[src/rtl/mem_arbiter.sv]
// Two-port arbiter for a single-port synchronous-read data memory, with short locked sequences.
// Define MEM_ARBITER_ROUND_ROBIN_EN to alternate grants under contention instead of favouring port 0.
module mem_arbiter #(
    parameter int ADDR_WIDTH = 6,
    parameter int DATA_WIDTH = 16,
    parameter int LOCK_MAX   = 4
) (
    input  logic                  clk,
    input  logic                  rst_n,
    input  logic                  req0,
    input  logic                  req1,
    input  logic                  lock0,
    input  logic                  lock1,
    input  logic                  we0,
    input  logic                  we1,
    input  logic [ADDR_WIDTH-1:0] addr0,
    input  logic [ADDR_WIDTH-1:0] addr1,
    input  logic [DATA_WIDTH-1:0] wdata0,
    input  logic [DATA_WIDTH-1:0] wdata1,
    output logic                  gnt0,
    output logic                  gnt1,
    output logic                  rvalid0,
    output logic                  rvalid1,
    output logic [DATA_WIDTH-1:0] rdata0,
    output logic [DATA_WIDTH-1:0] rdata1,
    output logic                  mem_we,
    output logic [ADDR_WIDTH-1:0] mem_addr,
    output logic [DATA_WIDTH-1:0] mem_data,
    input  logic [DATA_WIDTH-1:0] mem_in
);
    typedef enum logic [1:0] {OWN_NONE = 2'd0, OWN_P0 = 2'd1, OWN_P1 = 2'd2} owner_t;

    localparam logic [3:0] LOCK_LIM = 4'(LOCK_MAX);

    logic       last_gnt;
    owner_t     lock_owner;
    logic [3:0] lock_cnt;
    logic       rd_pend;
    logic       rd_port;
    logic       expired;
    owner_t     gnt_owner;

    // Lock budget used up: the held lock is ignored for this arbitration.
    assign expired = (lock_owner != OWN_NONE) && (lock_cnt >= LOCK_LIM);

    always_comb begin
        gnt0 = 1'b0;
        gnt1 = 1'b0;
        if (!rst_n) begin
            gnt0 = 1'b0;
        end else if (lock_owner == OWN_P0 && req0 && !expired) begin
            gnt0 = 1'b1;
        end else if (lock_owner == OWN_P1 && req1 && !expired) begin
            gnt1 = 1'b1;
        end else if (req0 && !req1) begin
            gnt0 = 1'b1;
        end else if (req1 && !req0) begin
            gnt1 = 1'b1;
        end else if (req0 && req1) begin
            if (expired) begin
                gnt0 = (lock_owner == OWN_P1);
                gnt1 = (lock_owner == OWN_P0);
            end else begin
`ifdef MEM_ARBITER_ROUND_ROBIN_EN
                gnt0 = last_gnt;
                gnt1 = ~last_gnt;
`else
                gnt0 = 1'b1;
`endif
            end
        end
    end

    assign gnt_owner = gnt0 ? OWN_P0 : OWN_P1;

    always_comb begin
        mem_we   = 1'b0;
        mem_addr = '0;
        mem_data = '0;
        if (gnt0) begin
            mem_we   = we0;
            mem_addr = addr0;
            mem_data = wdata0;
        end else if (gnt1) begin
            mem_we   = we1;
            mem_addr = addr1;
            mem_data = wdata1;
        end
    end

    always_ff @(posedge clk or negedge rst_n) begin
        if (!rst_n) begin
            last_gnt   <= 1'b0;
            lock_owner <= OWN_NONE;
            lock_cnt   <= 4'd0;
            rd_pend    <= 1'b0;
            rd_port    <= 1'b0;
        end else begin
            if (gnt0 || gnt1)
                last_gnt <= gnt1;
            rd_pend <= (gnt0 && !we0) || (gnt1 && !we1);
            rd_port <= gnt1;
            // A fresh owner starts counting at one; an expired lock always clears.
            if (!expired && ((gnt0 && lock0) || (gnt1 && lock1))) begin
                lock_owner <= gnt_owner;
                lock_cnt   <= (lock_owner == gnt_owner) ? lock_cnt + 4'd1 : 4'd1;
            end else begin
                lock_owner <= OWN_NONE;
                lock_cnt   <= 4'd0;
            end
        end
    end

    assign rvalid0 = rd_pend && !rd_port;
    assign rvalid1 = rd_pend && rd_port;
    assign rdata0  = rvalid0 ? mem_in : '0;
    assign rdata1  = rvalid1 ? mem_in : '0;

endmodule

[config.mk]
export PLATFORM = sky130hd
export DESIGN_NAME = mem_arbiter
export DESIGN_NICKNAME = d
export VERILOG_FILES = /design/src/rtl/mem_arbiter.sv
export SDC_FILE = /design/constraint.sdc
export NUM_CORES = 1
export LEC_CHECK = 0
export CAP_MARGIN = 0
export CORE_ASPECT_RATIO = 1.4
export CORE_MARGIN = 2
export CORE_UTILIZATION = 28
export CTS_BUF_LIST = sky130_fd_sc_hd__clkbuf_8
export DETAILED_ROUTE_END_ITERATION = 8
export GPL_ROUTABILITY_DRIVEN = 0
export PLACE_DENSITY = 0.89
export SETUP_SLACK_MARGIN = 0.3
export SKIP_LAST_GASP = 1
export SYNTH_ARGS = -nofsm -noshare
export SYNTH_HDL_FRONTEND = slang
export SYNTH_SLANG_ARGS = --single-unit
[constraint.sdc]
create_clock -name clk -period 5.2 [get_ports clk]
set_input_delay 1.04 -clock clk [delete_from_list [all_inputs] [get_ports clk]]
set_output_delay 1.04 -clock clk [all_outputs]
set_load 0.03 [all_outputs]
==> run metrics <==
outcome finished clean; setup violators final 0; CTS tree built; reg2reg setup slack between 3000 and 4000 ps; Pwr Density 137 nW/um2; Post-Synth XOR/XNOR Area less than 1%; worst-path fanout max 25; area grow syn2layout 134%; synth unique cells 32; Worst Tran Pin Value 781 ps; worst hold-check path type register to register; antenna-violating nets left 0; Syn Area/Cell 9.22 um2; post-synth top area cell a22o_2; Critical Setup Path Class input port to output port; Diodes inserted 0; first-pass GRT wire length a little over 5000 um; adder-cell share of the synthesized area ~1.3%; Arr. time, crit path 3090 ps; Seq/Total Area, Yosys 20.7%; maximum VDD drop 127 uV; I/O Pins roughly 130; final hold viol count 0; Post-synth top flop dfrtp_1; DR vias around 1300; largest family of logic cells by synthesized area compound AO/OA/AOI/OAI gates; DRC Markers 0; Initial Utilization between 20% and 30%; ys async rst share between 90% and 100%; FF/Latch Area 200 um2; simple-gate share of the synthesized area between 30 and 40%; die width 53.7 um; Mapped Cells 105; vias per cell between 4 and 5; WL/cell 13.3 um; NumNets Final 300; design area about 2300 um2; maximum buffer depth of the clock tree 2; Resized Gates After CTS 0; # port buffers roughly 130; fraction of layout cells with a size suffix above 1 16.2%; mux share of post-synthesis cell area 0%; Remaining Overflow, GRT 0; largest net degree at the start of global routing 27; Die Ht around 74 um; Worst setup EP type output port; clock latency on the worst-skew pair ~220 ps; Post-CTS Setup Inserts 0; top cells by count, synth 24 x a22o_2, 17 x and2_1, 17 x and3_1; Setup Skew about 7.2 ps; Worst setup SP type input port; Worst Setup EP mem_data[13]; hpwl dp ~3000 um; ranking of synthesized cells by area a22o_2 25%, dfrtp_1 21%, and2_1 11%, and3_1 11%, buf_12 4.1%; worst reg2reg endpoint rd_pend; max-slew violations 0; Reg-to-Reg Start lock_cnt[3]; post-synth top area share between 20% and 30%; worst setup path startpoint rst_n; hold_buf cts 0; # clock sinks 8; maximum clock frequency 242 MHz; post-synthesis register bit count 8; gr usage total between 10% and 20%; EDFF count, synth 0; full die area around 4000 um2; Post-Route WL about 3600 um; H-tree depth 1; Yosys warning count 0; worst path required time 4160 ps; Lkg Pwr 0.945 nW; post-synthesis compound-gate area fraction about a third; Mapped Area 968 um2; slack of the critical path ~1100 ps; fin crit period 4130 ps; Max-cap violations 0; RSZ-0062 raised after global routing no; core area 3350 um2; vias in the first global route approximately 1200; relative slew slack between 40 and 50%; Reg clk slew, reported paths 40 ps; CTS Root Cell clkbuf_8; drt pass-1 iters 4; post-route setup TNS 0 ps; fillcell total 276; Syn Nets approximately 170; Tcrit/Tclk final 79.4%; initial antenna violation count 0; Placement Setup Slack about 1100 ps; Row Count 25; reg2reg path depth 5; placed cell areas 2230 um2; cts bufs inserted 3; area occupied by multi-input gates just under 700 um2; initial DRC count 19; most numerous cell in the Yosys netlist a22o_2
[final cells by class]
cell class	count	share of cell area, %
Clock buffer	3	1.82
Sequential cell	8	8.83
Multi-Input combinational cell	86	30.1
Tap cell	40	2.21
Inverter	3	0.496
Timing Repair Buffer	129	56.6
[cells by family (layout without fill, tap and decap cells)]
group,Yosys count,count (layout)
fa+ha+maj,1,1
compound gates,35,35
simple gates,48,48
buf+inv,11,135
xor+xnor,1,1
other cells,1,1
flops,8,8
[critical path: stages]
cell	delay (ps)
clkdlybuf4s50_1	450
buf_4	190
nand2_1	140
a21oi_2	120
buf_4	270
a22o_2	190
clkdlybuf4s50_1	680
[sequential cells by signal, indices dropped and copies added (netlist names)]
name and count:
lock_cnt 4, lock_owner 2, rd_pend 1, rd_port 1
[how the worst min path moves through the flow]
| stage | from | end | cells past startpoint | slack (ps) |
|---|---|---|---|---|
| after CTS | lock_cnt[0] | lock_cnt[0] | 2 | 630 |
| after floorplan | lock_cnt[0] | lock_cnt[0] | 2 | 550 |
| after global routing | lock_cnt[0] | lock_cnt[0] | 2 | 650 |
| final | lock_cnt[0] | lock_cnt[0] | 2 | 610 |
| after detailed placement | lock_cnt[0] | lock_cnt[0] | 2 | 630 |
| after global placement | lock_cnt[0] | lock_cnt[0] | 2 | 580 |
[cell usage in the layout (no fill, tap or decap), types with 2 or more instances in the layout]
master           netlist  routed
a22o_2                24      24
and2_1                17      17
and3_1                17      17
buf_4                  1       3
clkbuf_8               0       3
clkdlybuf4s50_1        0     126
dfrtp_1                8       8
inv_1                  3       3
nand2_1                2       2
nor2b_1                2       2
nor3b_1                3       3
o21ai_0                3       3
[through the flow]
step / hold slack (ps) / util (%) / total power (W) / instances
6_report: 614 / 67.8 / 0.000311 / 269
5_1_grt: 649 / 67.8 / 0.000327 / 269
4_1_cts: 630 / 67.8 / 0.000315 / 269
3_5_place_dp: 626 / 66.5 / 0.000241 / 266
3_3_place_gp: 580 / 66.5 / 0.000239 / 266
2_1_floorplan: 553 / - / 0.000148 / 105
[power breakdown]
| part | leakage [nW] | total (W) | internal [W] | switching, W |
|---|---|---|---|---|
| logic | 0.816 | 0.000170 | 0.0000953 | 0.0000744 |
| registers | 0.107 | 0.0000695 | 0.0000648 | 0.00000470 |
| clock network | 0.0216 | 0.0000716 | 0.0000499 | 0.0000217 |
[per-layer routing]
metal / part of all wire [%] / GRT usage, % / vias to the layer above
li1: - / - / 656
met1: 33 / 16.3 / 594
met2: 53 / 33.1 / 92
met3: 13 / 5.08 / 2
met4: 0.75 / 5.98 / 0
met5: 0 / 0 / -
Power figures use the tool's default switching activity.
